<file path="config.mk">
export PLATFORM = sky130hd
export DESIGN_NAME = mp_ram_loader
export DESIGN_NICKNAME = d
export VERILOG_FILES = /design/src/rtl/verisparse_pkg.sv /design/src/rtl/mp_stream_ram_writer.sv /design/src/rtl/mp_ram_loader.sv
export SDC_FILE = /design/constraint.sdc
export NUM_CORES = 1
export LEC_CHECK = 0
export BUFFER_PORTS_ARGS = -buffer_cell sky130_fd_sc_hd__buf_2
export CORE_MARGIN = 1.5
export CORE_UTILIZATION = 55
export DETAILED_ROUTE_END_ITERATION = 6
export PLACE_DENSITY = 0.8
export SLEW_MARGIN = 20
export SYNTH_ARGS = -nofsm -noshare
export SYNTH_HDL_FRONTEND = slang
export SYNTH_HIERARCHICAL = 1
export SYNTH_SLANG_ARGS = --single-unit
</file>
<file path="constraint.sdc">
create_clock -name clock -period 3.65 [get_ports clock]
set_clock_uncertainty 0.1 [all_clocks]
set_input_delay 0.1825 -clock clock [delete_from_list [all_inputs] [get_ports clock]]
set_output_delay 0.1825 -clock clock [all_outputs]
set_load 0.01 [all_outputs]
</file>
<file path="src/rtl/verisparse_pkg.sv">
// Shared definitions for the matching-pursuit datapath: RAM geometry shared
// between the loader and the PE, the data word type and the loader states.
package verisparse_pkg;

   localparam int SIGNAL_ADDR_WIDTH         = 8;
   localparam int DICTIONARY_ADDR_WIDTH     = 12;
   localparam int REPRESENTATION_ADDR_WIDTH = 6;
   localparam int DATA_WIDTH                = 8;

   typedef logic [DATA_WIDTH-1:0] byte_t;

   typedef enum logic [2:0] {
      IDLE,
      CLEAR_X,
      LOAD_Y,
      LOAD_DICT,
      DONE
   } mp_loader_state_t;

endpackage

</file>
<file path="src/rtl/mp_stream_ram_writer.sv">
// Writes one segment of the input byte stream into a RAM. The address
// advances per accepted byte; each accepted byte becomes a registered
// one-cycle write on the following cycle. done marks acceptance of the
// segment's final byte; last_mismatch flags in_last disagreeing with whether
// that byte ends the whole load.
module mp_stream_ram_writer #(
   parameter int ADDR_WIDTH = 8,
   parameter int DATA_WIDTH = 8
) (
   input  logic                  clock,
   input  logic                  resetN,
   input  logic                  enable,
   input  logic [ADDR_WIDTH:0]   len,
   input  logic                  final_seg,
   input  logic                  hs,
   input  logic [DATA_WIDTH-1:0] in_data,
   input  logic                  in_last,
   output logic                  we,
   output logic [ADDR_WIDTH-1:0] addr,
   output logic [DATA_WIDTH-1:0] wdata,
   output logic                  done,
   output logic                  last_mismatch
);

   logic [ADDR_WIDTH-1:0] cnt_q, cnt_d;
   logic [ADDR_WIDTH-1:0] addr_q, addr_d;
   logic [DATA_WIDTH-1:0] wdata_q, wdata_d;
   logic                  we_q, we_d;
   logic                  accept;
   logic                  is_final;

   // Byte acceptance, end-of-segment detection and next write-port values.
   // NOTE: every variable gets a default first so no path leaves it unassigned (no latch).
   always_comb begin
      accept        = enable & hs;
      // Compare in len's own width so a full-capacity length ends on the top address.
      is_final      = ({1'b0, cnt_q} == (len - (ADDR_WIDTH+1)'(1)));
      done          = accept & is_final;
      last_mismatch = accept & (in_last != (is_final & final_seg));
      cnt_d         = cnt_q;
      we_d          = accept;
      addr_d        = addr_q;
      wdata_d       = wdata_q;
      if (!enable) begin
         cnt_d = '0;
      end else if (accept) begin
         cnt_d   = cnt_q + ADDR_WIDTH'(1);
         addr_d  = cnt_q;
         wdata_d = in_data;
      end
   end

   // Counter and registered write port, synchronously cleared.
   // NOTE: state uses non-blocking assignments so every flop samples pre-edge values.
   always_ff @(posedge clock) begin
      if (!resetN) begin
         cnt_q   <= '0;
         we_q    <= 1'b0;
         addr_q  <= '0;
         wdata_q <= '0;
      end else begin
         cnt_q   <= cnt_d;
         we_q    <= we_d;
         addr_q  <= addr_d;
         wdata_q <= wdata_d;
      end
   end

   assign we    = we_q;
   assign addr  = addr_q;
   assign wdata = wdata_q;

endmodule

</file>
<file path="src/rtl/mp_ram_loader.sv">
// Loads the matching-pursuit PE memories: zeroes x, streams y then the
// dictionary from one byte stream, then pulses mp_start.
// Optional feature: define MP_LOADER_CHECKSUM_EN to build the 16-bit running
// byte sum on checksum; otherwise checksum is tied to zero.
module mp_ram_loader #(
   parameter int SIGNAL_ADDR_WIDTH         = verisparse_pkg::SIGNAL_ADDR_WIDTH,
   parameter int DICTIONARY_ADDR_WIDTH     = verisparse_pkg::DICTIONARY_ADDR_WIDTH,
   parameter int REPRESENTATION_ADDR_WIDTH = verisparse_pkg::REPRESENTATION_ADDR_WIDTH,
   parameter int DATA_WIDTH                = verisparse_pkg::DATA_WIDTH
) (
   input  logic                                 clock,
   input  logic                                 resetN,
   input  logic                                 load_start,
   input  logic [SIGNAL_ADDR_WIDTH:0]           y_len,
   input  logic [DICTIONARY_ADDR_WIDTH:0]       dict_len,
   input  logic                                 in_valid,
   output logic                                 in_ready,
   input  logic [DATA_WIDTH-1:0]                in_data,
   input  logic                                 in_last,
   output logic                                 x_we,
   output logic [REPRESENTATION_ADDR_WIDTH-1:0] x_addr,
   output logic [DATA_WIDTH-1:0]                x_wdata,
   output logic                                 y_we,
   output logic [SIGNAL_ADDR_WIDTH-1:0]         y_addr,
   output logic [DATA_WIDTH-1:0]                y_wdata,
   output logic                                 dict_we,
   output logic [DICTIONARY_ADDR_WIDTH-1:0]     dict_addr,
   output logic [DATA_WIDTH-1:0]                dict_wdata,
   output logic                                 busy,
   output logic                                 mp_start,
   output logic                                 load_err,
   output logic [15:0]                          checksum
);

   import verisparse_pkg::*;

   localparam logic [SIGNAL_ADDR_WIDTH:0]     Y_CAP = {1'b1, {SIGNAL_ADDR_WIDTH{1'b0}}};
   localparam logic [DICTIONARY_ADDR_WIDTH:0] D_CAP = {1'b1, {DICTIONARY_ADDR_WIDTH{1'b0}}};

   mp_loader_state_t                     state_q, state_d;
   logic [SIGNAL_ADDR_WIDTH:0]           y_len_q, y_len_d;
   logic [DICTIONARY_ADDR_WIDTH:0]       dict_len_q, dict_len_d;
   logic [REPRESENTATION_ADDR_WIDTH-1:0] x_cnt_q, x_cnt_d;
   logic [REPRESENTATION_ADDR_WIDTH-1:0] x_addr_q, x_addr_d;
   logic                                 x_we_q, x_we_d;
   logic                                 load_err_q, load_err_d;
   logic                                 busy_q, busy_d;
   logic                                 mp_start_q, mp_start_d;
   logic                                 in_ready_q, in_ready_d;
   logic                                 start_ok;
   logic                                 byte_acc;
   logic                                 y_done, y_mis, d_done, d_mis;

   // in_ready is a flop, so the handshake never loops through in_valid.
   assign byte_acc = in_valid & in_ready_q;

   mp_stream_ram_writer #(
      .ADDR_WIDTH (SIGNAL_ADDR_WIDTH),
      .DATA_WIDTH (DATA_WIDTH)
   ) u_y_writer (
      .clock         (clock),
      .resetN        (resetN),
      .enable        (state_q == LOAD_Y),
      .len           (y_len_q),
      .final_seg     (dict_len_q == '0),
      .hs            (byte_acc),
      .in_data       (in_data),
      .in_last       (in_last),
      .we            (y_we),
      .addr          (y_addr),
      .wdata         (y_wdata),
      .done          (y_done),
      .last_mismatch (y_mis)
   );

   mp_stream_ram_writer #(
      .ADDR_WIDTH (DICTIONARY_ADDR_WIDTH),
      .DATA_WIDTH (DATA_WIDTH)
   ) u_dict_writer (
      .clock         (clock),
      .resetN        (resetN),
      .enable        (state_q == LOAD_DICT),
      .len           (dict_len_q),
      .final_seg     (1'b1),
      .hs            (byte_acc),
      .in_data       (in_data),
      .in_last       (in_last),
      .we            (dict_we),
      .addr          (dict_addr),
      .wdata         (dict_wdata),
      .done          (d_done),
      .last_mismatch (d_mis)
   );

   // Next-state logic and registered, state-decoded outputs.
   always_comb begin
      state_d    = state_q;
      y_len_d    = y_len_q;
      dict_len_d = dict_len_q;
      x_cnt_d    = x_cnt_q;
      x_addr_d   = x_addr_q;
      x_we_d     = 1'b0;
      load_err_d = load_err_q;
      start_ok   = 1'b0;
      unique case (state_q)
         IDLE: begin
            if (load_start) begin
               if ((y_len > Y_CAP) || (dict_len > D_CAP)) begin
                  load_err_d = 1'b1;
               end else begin
                  start_ok   = 1'b1;
                  load_err_d = 1'b0;
                  y_len_d    = y_len;
                  dict_len_d = dict_len;
                  x_cnt_d    = '0;
                  state_d    = CLEAR_X;
               end
            end
         end
         CLEAR_X: begin
            x_we_d   = 1'b1;
            x_addr_d = x_cnt_q;
            x_cnt_d  = x_cnt_q + REPRESENTATION_ADDR_WIDTH'(1);
            if (&x_cnt_q) begin
               if (y_len_q != '0)         state_d = LOAD_Y;
               else if (dict_len_q != '0) state_d = LOAD_DICT;
               else                       state_d = DONE;
            end
         end
         LOAD_Y: begin
            // An early in_last still writes its byte, then abandons the load.
            if (y_mis && in_last) begin
               load_err_d = 1'b1;
               state_d    = IDLE;
            end else if (y_done) begin
               if (y_mis) load_err_d = 1'b1;
               state_d = (dict_len_q != '0) ? LOAD_DICT : DONE;
            end
         end
         LOAD_DICT: begin
            if (d_mis && in_last) begin
               load_err_d = 1'b1;
               state_d    = IDLE;
            end else if (d_done) begin
               if (d_mis) load_err_d = 1'b1;
               state_d = DONE;
            end
         end
         DONE:    state_d = IDLE;
         default: state_d = IDLE;
      endcase
      busy_d     = (state_d != IDLE);
      mp_start_d = (state_d == DONE);
      in_ready_d = (state_d == LOAD_Y) || (state_d == LOAD_DICT);
   end

   // Control state register with synchronous active-low reset.
   always_ff @(posedge clock) begin
      if (!resetN) begin
         state_q    <= IDLE;
         y_len_q    <= '0;
         dict_len_q <= '0;
         x_cnt_q    <= '0;
         x_addr_q   <= '0;
         x_we_q     <= 1'b0;
         load_err_q <= 1'b0;
         busy_q     <= 1'b0;
         mp_start_q <= 1'b0;
         in_ready_q <= 1'b0;
      end else begin
         state_q    <= state_d;
         y_len_q    <= y_len_d;
         dict_len_q <= dict_len_d;
         x_cnt_q    <= x_cnt_d;
         x_addr_q   <= x_addr_d;
         x_we_q     <= x_we_d;
         load_err_q <= load_err_d;
         busy_q     <= busy_d;
         mp_start_q <= mp_start_d;
         in_ready_q <= in_ready_d;
      end
   end

`ifdef MP_LOADER_CHECKSUM_EN
   logic [15:0] checksum_q, checksum_d;

   // Running sum of accepted bytes; lands with the matching RAM write.
   always_comb begin
      checksum_d = checksum_q;
      if (byte_acc) checksum_d = checksum_q + 16'(in_data);
      if (start_ok) checksum_d = '0;
   end

   // Checksum register, held after the load completes.
   always_ff @(posedge clock) begin
      if (!resetN) checksum_q <= '0;
      else         checksum_q <= checksum_d;
   end

   assign checksum = checksum_q;
`else
   assign checksum = '0;
`endif

   assign in_ready = in_ready_q;
   assign x_we     = x_we_q;
   assign x_addr   = x_addr_q;
   assign x_wdata  = '0;
   assign busy     = busy_q;
   assign mp_start = mp_start_q;
   assign load_err = load_err_q;

endmodule

</file>
---- Yosys cells after proc, flatten, opt, wreduce, memory -nomap -nowiden ----
Cells that the tools add are included.
storage, ports and cells
  output and inout bits ................... 73
  bits in registers ....................... 100
  logic and storage cells ................. 92
  input bits .............................. 35
operators by class
  reductions and logical operators ........ 19
  bitwise logic cells ..................... 9
  add/sub/neg operators ................... 5
  magnitude comparators ................... 2
  muxes and demuxes ....................... 23
  eq/ne operators ......................... 16
operator list
  operator                                                               number
  3-bit two-way mux                                                      9
  12-bit by 13-bit == test with 1-bit output                             1
  13-bit greater-than comparator (second input constant)                 1
  13-bit logical NOT                                                     1
  13-bit nonzero test                                                    1
  13-bit by 1-bit subtractor with 13-bit output (second input constant)  1
  12-bit by 1-bit adder with 12-bit output (second input constant)       1
  3-bit by 2-bit == test with 1-bit output (second input constant)       4
  6-bit two-way mux                                                      2
  3-bit inequality test (second input constant)                          4
  3-bit one-hot mux with 4 select lines                                  1
  6-bit one-hot mux with 2 select lines                                  1
  6-bit AND reduction                                                    2
  8-bit by 9-bit == test with 1-bit output                               1
  9-bit greater-than comparator (second input constant)                  1
  1-bit two-way mux                                                      9
  9-bit nonzero test                                                     1
  9-bit by 1-bit subtractor with 9-bit output (second input constant)    1
  8-bit by 1-bit adder with 8-bit output (second input constant)         1
  1-bit bitwise AND                                                      8
  2-bit AND reduction                                                    4
  6-bit by 1-bit adder with 6-bit output (second input constant)         1
  3-bit AND reduction                                                    2
  3-bit nonzero test                                                     2
  10 further kinds                                                       14

---- Depth between registers and ports, before layout ----
Gate-level depths: netlist (run 1).
  depth in word-level cells ............... 10
  depth in mapped cells ................... 14
  mapped depth without buffers ............ 13

---- By module ----
Netlist (run 1), hierarchy kept.
by module, submodules not included
  module                                seq. area each (µm²)  area an instance (µm²)  cells an instance  times used
  mp_ram_loader                         840.8                 2,043.2                 217                1
  mp_stream_ram_writer (u_dict_writer)  660.6                 1,833.0                 225                1
  mp_stream_ram_writer (u_y_writer)     500.5                 1,285.0                 160                1

---- Worst setup path after synthesis (run 1) ----
OpenSTA, ideal clock, no wires.
  kind .................................... register to register
  start point ............................. reg dict_len_q[0]
  end point ............................... reg busy_q (netlist: busy)
  clock period less this slack ............ 3.001 ns
  arrival time ............................ 2.782 ns
  setup slack ............................. 0.649 ns
  cell stages (with the launch flop) ...... 14
  path buffers ............................ 1
  data required time ...................... 3.430 ns
  setup time .............................. 0.120 ns
  cells stage by stage .................... dfxtp_1 -> inv_1 -> ha_1 -> clkbuf_1 -> nor2b_1 -> or3_1 -> a31oi_1 -> nand3_1 -> nor4_2 -> mux2i_1 -> a211oi_1 -> a31oi_1 -> o211ai_1 -> a211o_1
on the way
  longest elaborated chain between the ends .. 8
  elaborated cells on any way between the ends .. 21
  classes of those cells .................. add/sub: 1; eq/ne: 3; mux: 8; bitwise: 4; reduce/logical: 5
ends and longest elaborated chain
  element                                        RTL line                    source
  from (decl)                                    mp_ram_loader.sv:42         logic [DICTIONARY_ADDR_WIDTH:0] dict_len_q, dict_len_d;
  from (signal assigned)                         mp_ram_loader.sv:173        dict_len_q <= dict_len_d;
  13-bit by 1-bit subtractor with 13-bit output  mp_stream_ram_writer.sv:37  is_final = ({1'b0, cnt_q} == (len - (ADDR_WIDTH+1)'(1)));
  12-bit by 13-bit == test with 1-bit output     mp_stream_ram_writer.sv:37
  1-bit inequality test                          mp_stream_ram_writer.sv:39  last_mismatch = accept & (in_last != (is_final & final_seg));
  1-bit bitwise AND                              mp_stream_ram_writer.sv:39
  named net d_mis                                mp_ram_loader.sv:52         logic y_done, y_mis, d_done, d_mis;
  1-bit logical AND                              mp_ram_loader.sv:141        if (d_mis && in_last) begin
  3-bit two-way mux                              mp_ram_loader.sv:141
  3-bit one-hot mux with 4 select lines          mp_ram_loader.sv:105        unique case (state_q)
  3-bit nonzero test                             mp_ram_loader.sv:152        busy_d = (state_d != IDLE);
  to (signal assigned)                           mp_ram_loader.sv:178        busy_q <= busy_d;
  to (decl)                                      mp_ram_loader.sv:47         logic busy_q, busy_d;
The timed path passes the listed nets, and every way through them passes these cells.
A chain may end at the register's enable or synchronous reset.

---- Worst setup path after layout (run 1) ----
  start point ............................. reg dict_len_q[3]
  end point ............................... reg busy_q (netlist: busy)
Same word-level chain as after synthesis.

==> run summary, run 1 <==
Top-area cell type share of the netlist area - 38.8%
Total grt overflow - 0
CP Class - reg2reg
Iter 0 DRT Violations - 324
FFs w/ async S/R, synth - 0%
Synth Area in Compound Gates - 13.0%
Clk pwr share - 34.6%
Port-buffer cells - 83
Area contributors post-synth - dfxtp_1 39%, nand2_1 8.1%, a21boi_0 6.1%
DRT Wirelength - 12000 um
Power Internal - 1.50 mW
Finish-stage setup viols - 0
Hold Crit Class - in2reg
Setup TNS - 0 ns
Power per cell area - 346 mW/mm^2
Post-Syn Area - 0.00516 mm^2
Bufs and invs on worst path - 0
Mux cell area share after synthesis - 5.26%
Initial antenna violation count - 0
Synth area leader - dfxtp_1
Leak Pwr - 2.46 nW
# diodes - 0
Vias/cell - 5.55
NetSw - 582 uW
Nets - 740
Final Non-Filler Cells - 816
Layout cells sized above 1 - 17.6%
P&R area growth vs syn - 16.5%
Sequential Power Share - 54.1%
CP Depth - 10
Syn_area_per_cell - 8.57 um^2
Final hold vios - 0
DIE HEIGHT - 99.9 um
Vias - 4532
R2R depth - 10
Critical path startpoint category - register
Status - finished, final reports clean
Clock period minus worst slack - 3.32 ns
Finished Cell Area - 0.00601 mm^2
# IOs - 108
Die Wd - 99.9 um
Synth warn - 6
Vias in the first global route - 4083
Pin count of the biggest net entering global routing - 42
Yosys reg bits - 100
Number of synthesized flops with an enable pin - 0
DIE AREA - 0.00997 mm^2
Final worst path period share - 91.1%
Hold depth - 3
DP Wirelength - 8410 um
GPL Wtd Cong - 0.895
Largest family of logic cells by synthesized area - simple AND/OR/NAND/NOR gates
Commonest non-fill, non-tap cell in the layout - nand2_1
Crit path capture type - register
Max-Cap Viols - 0
Crit-path cells - nor4_1 > nand4_1 > a31oi_1 > nand3_1 > nor4_2 > mux2i_1 > a211oi_1 > a31oi_1 > o211ai_1 > a211o_1
Arrival time at the worst endpoint - 3.49 ns
Routed Antenna Nets - 0
Longest Clk Path Bufs - 2
Worst-path clk slew - 0.11 ns
Cts bufs inserted - 9
Initial Util - 56.4%
Post-CTS setup buffers - 0
WP data required - 3.82 ns
Top_reg_cell synth - dfxtp_1
Worst slew margin - 56.9%
Commonest non-fill, non-tap cells in the layout - 112 x nand2_1, 98 x dfxtp_1, 83 x buf_2, 42 x a21boi_0, 35 x nor2_1
CTS H-tree depth - 3
Slowest CP cell - nor4_1
Worst skew pair latency - 0.37 ns
Synth Area in Simple Gates - 27.0%
CP max FO - 10
Clock root cell - clkbuf_8
Cell mode on critical path - a31oi_1
Rows - 35
Maximum VDD drop - 0.000237 V
Layer with the highest usage - met2
Cell variety after synth - 65
Post-Synth XOR/XNOR Area - 7.22%
GRT Util Overall - 24.3%
Sequential-to-total area share from yosys stat - 38.8%
RSZ-0062 raised after global routing - false
Fmax - 0.301 GHz
Met2 GRT Util - 41.3%
TritonRoute pass-1 iters - 5
Max-slew violation count - 0
Post-Place Cells - 772
Global-route wire length before repair - 19600 um
Cells after Synth - 602
DRC - 0
Clk sinks - 100
Met1 Usage GRT - 30.8%
Critical Path Max Stage Delay - 0.60 ns
Adder-cell share of the synthesized area - 1.21%
Net Sw Frac - 28.0%
CP delay by family, top - compound AO/OA/AOI/OAI gates
Comb pwr share - 11.3%
Placed cell area - 0.00551 mm^2
M3 GR Usage - 4.25%
WL/cell - 14.7 um
CTS tree - done
Worst-Margin Slew - 0.641 ns
Core area - 0.00915 mm^2
tightest hold or removal path: stages:
cell and delay, ns:
buf_2 0.10, mux2i_1 0.06, nor2b_1 0.12
path summary, 6_finish.rpt:
| kind | startpoint | end | slack [ns] |
|---|---|---|---|
| setup / recovery | dict_len_q[3]$_SDFFE_PN0P_ | busy$_SDFF_PN0_ | 0.33 |
| hold / removal | dict_len[12] | dict_len_q[12]$_SDFFE_PN0P_ | 0.04 |
| setup reg to reg | dict_len_q[3]$_SDFFE_PN0P_ | busy$_SDFF_PN0_ | 0.33 |
| hold reg to reg | u_dict_writer/addr[7]$_SDFFE_PN0P_ | u_dict_writer/addr[7]$_SDFFE_PN0P_ | 0.36 |
per-stage QoR:
| stage | util, % | power (mW) | hold WS, ns | setup WS, ns |
|---|---|---|---|---|
| after floorplan | - | 1.31 | 0.227 | 0.649 |
| after global placement | 60.2 | 1.34 | 0.347 | 0.419 |
| final | 65.7 | 2.08 | 0.0380 | 0.326 |
| after global routing | 65.7 | 2.16 | 0.0440 | 0.0382 |
| after detailed placement | 60.2 | 1.35 | 0.353 | 0.252 |
| after CTS | 65.6 | 2.09 | 0.0153 | 0.205 |
cell families after synthesis:
group | Yosys count
other cells | 2
xor+xnor | 41
buf+inv | 64
simple gates | 270
flops | 100
fa+ha+maj | 5
mux | 27
compound gates | 93
state kept, by name, indices dropped and copies added (netlist names):
signal,cells
x_cnt_q,6
u_y_writer/wdata,8
load_err,1
u_dict_writer/we,1
y_len_q,9
busy,1
u_dict_writer/addr,12
state_q,3
u_dict_writer/cnt_q,12
x_we,1
u_y_writer/addr,8
u_y_writer/cnt_q,8
u_y_writer/we,1
mp_start,1
dict_len_q,13
x_addr,6
in_ready,1
u_dict_writer/wdata,8
Yosys cell counts, drive strengths merged (2+ instances only):
master / n
and3b: 2
o21a: 2
a21oi: 12
nor2b: 28
nor3: 10
clkbuf: 20
mux2i: 26
a21o: 2
dfxtp: 100
nand4: 16
nor2: 35
buf: 33
xor2: 18
and3: 5
conb: 2
nand2: 113
nand3: 9
ha: 5
a31oi: 6
and2: 3
nand3b: 2
o211ai: 2
o21bai: 2
xnor2: 22
o21ai: 9
nor4: 18
or3: 10
a211o: 3
inv: 11
nand2b: 8
nor3b: 4
a21boi: 42
area by class of cell:
cell class,count,area [um^2]
timing repair buffer,117,741
inverter,11,41.3
clock buffer,9,124
multi-input combinational,461,2870
fill,784,3140
clock inverter,7,91.3
sequential,100,2000
tap,111,139
layer usage:
metal	vias up	routed length, um
li1	2217	-
met1	2123	5050
met2	168	5980
met3	24	681
met4	0	244
met5	-	0
what timing repair did:
item                                    4_1_cts  5_1_grt
endpoints found under the hold margin        36        0
endpoints found under the setup margin        0        2
hold buffers                                 28        0
gates resized for setup                       0        3
power groups by stage:
stage	combinational (mW)	clock, mW	sequential, mW
after CTS	0.229	0.741	1.12
final	0.235	0.719	1.12
after detailed placement	0.204	0	1.15
after global placement	0.197	0	1.15
after floorplan	0.167	0	1.14
after global routing	0.254	0.782	1.13
Note: power is estimated with default switching activity, not from simulation.
==> run 2: changes to the inputs <==
--- a/config.mk
+++ b/config.mk
@@ -7,9 +7,8 @@
 export LEC_CHECK = 0
 export BUFFER_PORTS_ARGS = -buffer_cell sky130_fd_sc_hd__buf_2
 export CORE_MARGIN = 1.5
-export CORE_UTILIZATION = 55
+export CORE_UTILIZATION = 35
 export DETAILED_ROUTE_END_ITERATION = 6
-export PLACE_DENSITY = 0.8
 export SLEW_MARGIN = 20
 export SYNTH_ARGS = -nofsm -noshare
 export SYNTH_HDL_FRONTEND = slang
==> run 2 against run 1 <==
- cell area is 1.6% higher
- cell count is 7.8% higher
- utilization is 23 points lower
- largest cell class unchanged
- first-iteration DRC count is 34% lower
- critical path type unchanged
- non-clock buffer count is 9 lower
- worst hold slack worse by 0.024 ns
- fmax is 2.3% lower
- wire length is 3.8% higher
==> run summary, run 2 (synthesis results as in run 1) <==
Vias - 4341 (-4.2%)
Worst slew margin - 53.5% (-3.4 points)
Commonest non-fill, non-tap cells in the layout - 112 x nand2_1, 99 x dfxtp_1, 83 x buf_2, 42 x a21boi_0, 35 x nor2_1
Max-slew violation count - 0 (unchanged)
Initial antenna violation count - 0 (unchanged)
Post-CTS setup buffers - 0 (unchanged)
DP Worst Slack - 0.243 ns (-0.00859 ns)
Post-Place Cells - 846 (+9.6%)
Slowest CP cell - or4_4
RSZ-0062 raised after global routing - false
CP delay by family, top - compound AO/OA/AOI/OAI gates
# diodes - 0 (unchanged)
CP max FO - 10 (unchanged)
Final Non-Filler Cells - 880 (+7.8%)
Hold WS - 0.0144 ns (-0.0235 ns)
Core area - 0.0145 mm^2 (+58%)
CTS tree - done
NetSw - 573 uW (-1.5%)
Bufs and invs on worst path - 0 (unchanged)
Power per cell area - 383 mW/mm^2 (+11%)
Pin count of the biggest net entering global routing - 35 (-17%)
Clock period minus worst slack - 3.40 ns (+0.0791 ns)
Critical path startpoint category - register
Hold Crit Class - in2reg
Max-Cap Viols - 0 (unchanged)
WL/cell - 14.1 um (-3.8%)
Longest Clk Path Bufs - 2 (unchanged)
Worst skew pair latency - 0.35 ns (-0.02 ns)
Worst-path clk slew - 0.07 ns (-0.04 ns)
Maximum VDD drop - 0.000203 V (-14%)
DIE AREA - 0.0155 mm^2 (+55%)
CTS H-tree depth - 3 (unchanged)
# IOs - 108 (unchanged)
Routed Antenna Nets - 0 (unchanged)
Net Sw Frac - 24.5% (-3.5 points)
Crit path capture type - register
Nets - 731 (-1.2%)
Total grt overflow - 0 (unchanged)
Initial Util - 35.6% (-21 points)
Critical Path Max Stage Delay - 0.63 ns (+0.03 ns)
WP data required - 3.79 ns (-0.03 ns)
DP Wirelength - 9170 um (+9.2%)
Max FFs per register - 13 (unchanged)
Clk pwr share - 42.6% (+8.0 points)
Finished Cell Area - 0.00611 mm^2 (+1.6%)
Clock root cell - clkbuf_16
Finish-stage setup viols - 0 (unchanged)
Worst setup margin - 0.247 ns (-0.0791 ns)
Fillers - 1481 (+89%)
Final worst path period share - 93.2% (+2.2 points)
Sequential Power Share - 48.1% (-6.0 points)
Crit-path cells - or4_4 > nor3_4 > xnor2_1 > o31a_1 > nor4_2 > mux2i_2 > a211oi_1 > a31oi_1 > o211ai_1 > a211o_1
GRT Util Overall - 16.4% (-7.9 points)
GPL Wtd Cong - 0.837 (-6.4%)
Die Wd - 124 um (+25%)
DIE HEIGHT - 124 um (+25%)
Final hold vios - 0 (unchanged)
P&R area growth vs syn - 18.3%
Vias/cell - 4.93 (-11%)
Commonest non-fill, non-tap cell in the layout - nand2_1
Global-route wire length before repair - 20500 um (+5.0%)
Worst-Margin Slew - 0.695 ns (+0.0540 ns)
DRC - 0 (unchanged)
DRT Wirelength - 12400 um (+3.8%)
Cts bufs inserted - 9 (unchanged)
Arrival time at the worst endpoint - 3.54 ns (+0.05 ns)
Iter 0 DRT Violations - 215 (-34%)
CP Class - reg2reg
Port-buffer cells - 83 (unchanged)
Placed cell area - 0.00561 mm^2 (+1.8%)
Comb pwr share - 9.4% (-1.9 points)
Status - finished, final reports clean
Vias in the first global route - 4170 (+2.1%)
Fmax - 0.294 GHz (-2.3%)
Largest reg by FF count - dict_len_q
Clk sinks - 100 (unchanged)
Setup TNS - 0 ns (unchanged)
Power Internal - 1.77 mW (+18%)
Layout cells sized above 1 - 18.0% (+0.37 points)
Rows - 44 (+26%)
TritonRoute pass-1 iters - 4 (-1)
Leak Pwr - 2.47 nW (+0.41%)
## run 2: changes by cell type in the layout (fill, tap and decap cells not counted), sizes merged
cell	before	now
clkinv	4	2
inv	14	13
bufinv	0	1
clkbuf	9	10
buf	89	90
clkinvlp	0	1
dlygate4sd3	28	18
## run 2: layout make-up
type,instances,area (um^2),share of cell area (%)
multi-input cells,461,2870,47.1
flip-flops and latches,100,2000,32.8
repair buffers,108,648,10.6
clock buffers,10,239,3.91
well taps,184,230,3.77
clock inverters,6,71.3,1.17
inverters,11,41.3,0.676
## run 2: through the flow
step	util [%]	power, mW
4_1_cts	42.1	2.37
2_1_floorplan	-	1.31
6_report	42.2	2.34
5_1_grt	42.2	2.44
3_3_place_gp	38.7	1.35
3_5_place_dp	38.7	1.35
## run 2: worst paths after layout
kind / to / from / slack, ns / depth (start not counted)
hold reg to reg: u_dict_writer/wdata[2]$_SDFFE_PN0P_ / u_dict_writer/wdata[2]$_SDFFE_PN0P_ / 0.36 / 2
setup reg to reg: busy$_SDFF_PN0_ / dict_len_q[3]$_SDFFE_PN0P_ / 0.25 / 10
setup / recovery: busy$_SDFF_PN0_ / dict_len_q[3]$_SDFFE_PN0P_ / 0.25 / 10
hold / removal: y_len_q[5]$_SDFFE_PN0P_ / y_len[5] / 0.01 / 3
## run 2: worst register-to-register path: stages, from the launching register on
cell and delay [ns]:
dfxtp_1 0.43, or4_4 0.63, nor3_4 0.14, xnor2_1 0.09
o31a_1 0.31, nor4_2 0.35, mux2i_2 0.33, a211oi_1 0.13
a31oi_1 0.30, o211ai_1 0.15, a211o_1 0.32
## run 2: timing repair
action | 4_1_cts | 5_1_grt
hold endpoints to repair | 26 | 0
gates resized for setup | 0 | 3
setup endpoints to repair | 0 | 1
hold buffers | 18 | 0
## run 2: routing by layer
layer | wire, um | up-vias | GRT usage [%]
met4 | 277 | 0 | 7.57
li1 | - | 2201 | -
met1 | 5680 | 2021 | 19.8
met2 | 6020 | 102 | 27.5
met3 | 439 | 17 | 3.74
met5 | 0 | - | 0
## run 2: power groups by stage
stage	clock, mW	combinational, mW	sequential [mW]
3_5_place_dp	0	0.203	1.15
4_1_cts	1.02	0.218	1.12
6_report	0.995	0.220	1.12
2_1_floorplan	0	0.167	1.14
3_3_place_gp	0	0.200	1.15
5_1_grt	1.07	0.242	1.13
==> run 3: changes to the inputs <==
--- a/config.mk
+++ b/config.mk
@@ -9,6 +9,8 @@
 export CORE_MARGIN = 1.5
 export CORE_UTILIZATION = 35
 export DETAILED_ROUTE_END_ITERATION = 6
+export PLACE_DENSITY = 0.67
+export SKIP_CTS_REPAIR_TIMING = 1
 export SLEW_MARGIN = 20
 export SYNTH_ARGS = -nofsm -noshare
 export SYNTH_HDL_FRONTEND = slang
==> run 3 against run 2 <==
- the flow now finishes with violations (negative hold slack)
- critical endpoint unchanged
- global-route usage shrank 0.87 points
- clock power shrank 3.6%
- fmax grew 2.3%
- highest routed layer unchanged
- worst hold slack lost 0.026 ns
- power shrank 2.0%
- sequential cell count is the same
- via count shrank 2.2%
- cell area shrank 2.1%
- die area is the same
==> run summary, run 3 (synthesis results as in run 1) <==
Sequential Power Share - 49.0% (+0.9 points)
WP data required - 3.79 ns (about the same)
Total grt overflow - 0 (unchanged)
WL/cell - 13.6 um (-3.6%)
Clock period minus worst slack - 3.33 ns (-0.0750 ns)
Hold WS - -0.0118 ns (-0.0262 ns)
Largest reg by FF count - dict_len_q
CP Class - reg2reg
Rows - 44 (unchanged)
Initial Util - 35.6% (unchanged)
Comb pwr share - 9.1% (-0.3 points)
Maximum VDD drop - 0.000207 V (+2.0%)
Die Wd - 124 um (unchanged)
FF-to-FF setup slack - 0.32 ns (+0.07 ns)
Commonest non-fill, non-tap cell in the layout - nand2_1
Power per cell area - 383 mW/mm^2 (+0.11%)
Final hold vios - 5 (+5)
Max FFs per register - 13 (unchanged)
Hold depth - 3 (unchanged)
Initial antenna violation count - 0 (unchanged)
Clock root cell - clkbuf_16
Hold Crit Class - in2reg
Core area - 0.0145 mm^2 (unchanged)
RSZ-0062 raised after global routing - false
Crit path capture type - register
Crit-path cells - inv_1 > ha_1 > nor2b_1 > or3_1 > a31oi_1 > nand3_1 > nor4_2 > mux2i_1 > a211oi_1 > a31oi_1 > o211ai_1 > a211o_1
Routed Antenna Nets - 0 (unchanged)
NetSw - 557 uW (-2.9%)
Setup TNS - 0 ns (unchanged)
Global-route wire length before repair - 19400 um (-5.4%)
GPL Wtd Cong - 0.822 (-1.8%)
DRT Wirelength - 11800 um (-4.8%)
DIE AREA - 0.0155 mm^2 (unchanged)
DRC - 0 (unchanged)
Leak Pwr - 2.41 nW (-2.6%)
# IOs - 108 (unchanged)
P&R area growth vs syn - 15.8%
Commonest non-fill, non-tap cells in the layout - 112 x nand2_1, 100 x dfxtp_1, 83 x buf_2, 42 x a21boi_0, 35 x nor2_1
Critical path startpoint category - register
Failing checks - negative hold slack
# diodes - 0 (unchanged)
TritonRoute pass-1 iters - 4 (unchanged)
Final worst path period share - 91.2% (-2.1 points)
DP Wirelength - 8600 um (-6.3%)
Max-slew violation count - 0 (unchanged)
Max-Cap Viols - 0 (unchanged)
CP delay by family, top - compound AO/OA/AOI/OAI gates
Vias in the first global route - 3796 (-9.0%)
Bufs and invs on worst path - 1 (+1)
Status - finished with violations
Worst slew margin - 52.8% (-0.78 points)
CP max FO - 8 (-2)
Slowest CP cell - dfxtp_1
Vias/cell - 4.88 (-0.97%)
WHS Endpoint - u_dict_writer/wdata[6]$_SDFFE_PN0P_
Hold_sp - in_data[6]
Longest Clk Path Bufs - 2 (unchanged)
Worst reg2reg endpoint - busy$_SDFF_PN0_
Worst skew pair latency - 0.36 ns (about the same)
Cell mode on critical path - a31oi_1
DIE HEIGHT - 124 um (unchanged)
Vias - 4245 (-2.2%)
RR Startpoint - dict_len_q[0]$_SDFFE_PN0P_
Cts bufs inserted - 9 (unchanged)
Fmax - 0.300 GHz (+2.3%)
CTS H-tree depth - 3 (unchanged)
Clk sinks - 100 (unchanged)
Nets - 720 (-1.5%)
R2R depth - 12 (+2)
GRT Util Overall - 15.5% (-0.87 points)
Worst-Margin Slew - 0.707 ns (+0.0117 ns)
Finish-stage setup viols - 0 (unchanged)
Pin count of the biggest net entering global routing - 39 (+11%)
Power Internal - 1.73 mW (-1.7%)
Critical Path Max Stage Delay - 0.45 ns (-0.18 ns)
CTS tree - done
Worst-path clk slew - 0.07 ns (about the same)
Net Sw Frac - 24.3% (-0.22 points)
Port-buffer cells - 83 (unchanged)
Arrival time at the worst endpoint - 3.47 ns (-0.07 ns)
Clk pwr share - 41.8% (-0.8 points)
Total Power - 2.29 mW (-2.0%)
Layout cells sized above 1 - 17.7% (-0.30 points)
Iter 0 DRT Violations - 224 (+4.2%)
==> run 3: per-stage QoR <==
step	worst slack (ns)	cells	hold WS, ns	area (um^2)	utilization (%)
finish	0.321	869	-0.0118	5980	41.3
CTS	0.181	862	-0.0297	5900	40.8
global placement	0.379	846	0.348	5610	38.7
detailed placement	0.254	846	0.353	5610	38.7
global route	0.0759	869	0.0110	5980	41.3
floorplan	0.649	625	0.227	5250	-
==> run 3: tightest hold or removal path, stage by stage <==
cell and delay [ns]:
buf_2 0.11, nand2_1 0.05, a21boi_0 0.06
==> run 3: layout make-up <==
cell class / count / area, um^2
fillers: 1458 / 8500
well taps: 184 / 230
repair buffers: 97 / 538
multi-input cells: 461 / 2870
inverters: 11 / 41.3
clock buffers: 11 / 233
clock inverters: 5 / 62.6
flip-flops and latches: 100 / 2000
==> run 3: power groups by stage <==
stage	combinational, mW	sequential [mW]	clock (mW)
6_report	0.209	1.12	0.959
2_1_floorplan	0.167	1.14	0
3_3_place_gp	0.201	1.15	0
3_5_place_dp	0.202	1.15	0
4_1_cts	0.203	1.12	0.996
5_1_grt	0.231	1.12	1.04
==> run 3: how the worst max path moves through the flow <==
| stage | from | endpoint | slack (ns) | cells past startpoint |
|---|---|---|---|---|
| 2_1_floorplan | dict_len_q[0]$_SDFFE_PN0P_ | busy$_SDFF_PN0_ | 0.65 | 13 |
| 3_3_place_gp | y_len_q[0]$_SDFFE_PN0P_ | busy$_SDFF_PN0_ | 0.38 | 12 |
| 3_5_place_dp | y_len_q[0]$_SDFFE_PN0P_ | busy$_SDFF_PN0_ | 0.25 | 12 |
| 4_1_cts | y_len_q[0]$_SDFFE_PN0P_ | busy$_SDFF_PN0_ | 0.18 | 12 |
| 5_1_grt | dict_len_q[0]$_SDFFE_PN0P_ | busy$_SDFF_PN0_ | 0.08 | 12 |
| 6_report | dict_len_q[0]$_SDFFE_PN0P_ | busy$_SDFF_PN0_ | 0.32 | 12 |
==> run 3: per-layer routing <==
metal / part of all wire (%) / track usage [%] / wire length (um) / up-vias
li1: - / - / - / 2173
met1: 49 / 20.2 / 5740 / 1970
met2: 46 / 25.0 / 5450 / 90
met3: 3.6 / 3.69 / 431 / 12
met4: 1.6 / 5.41 / 193 / 0
met5: 0 / 0 / 0 / -
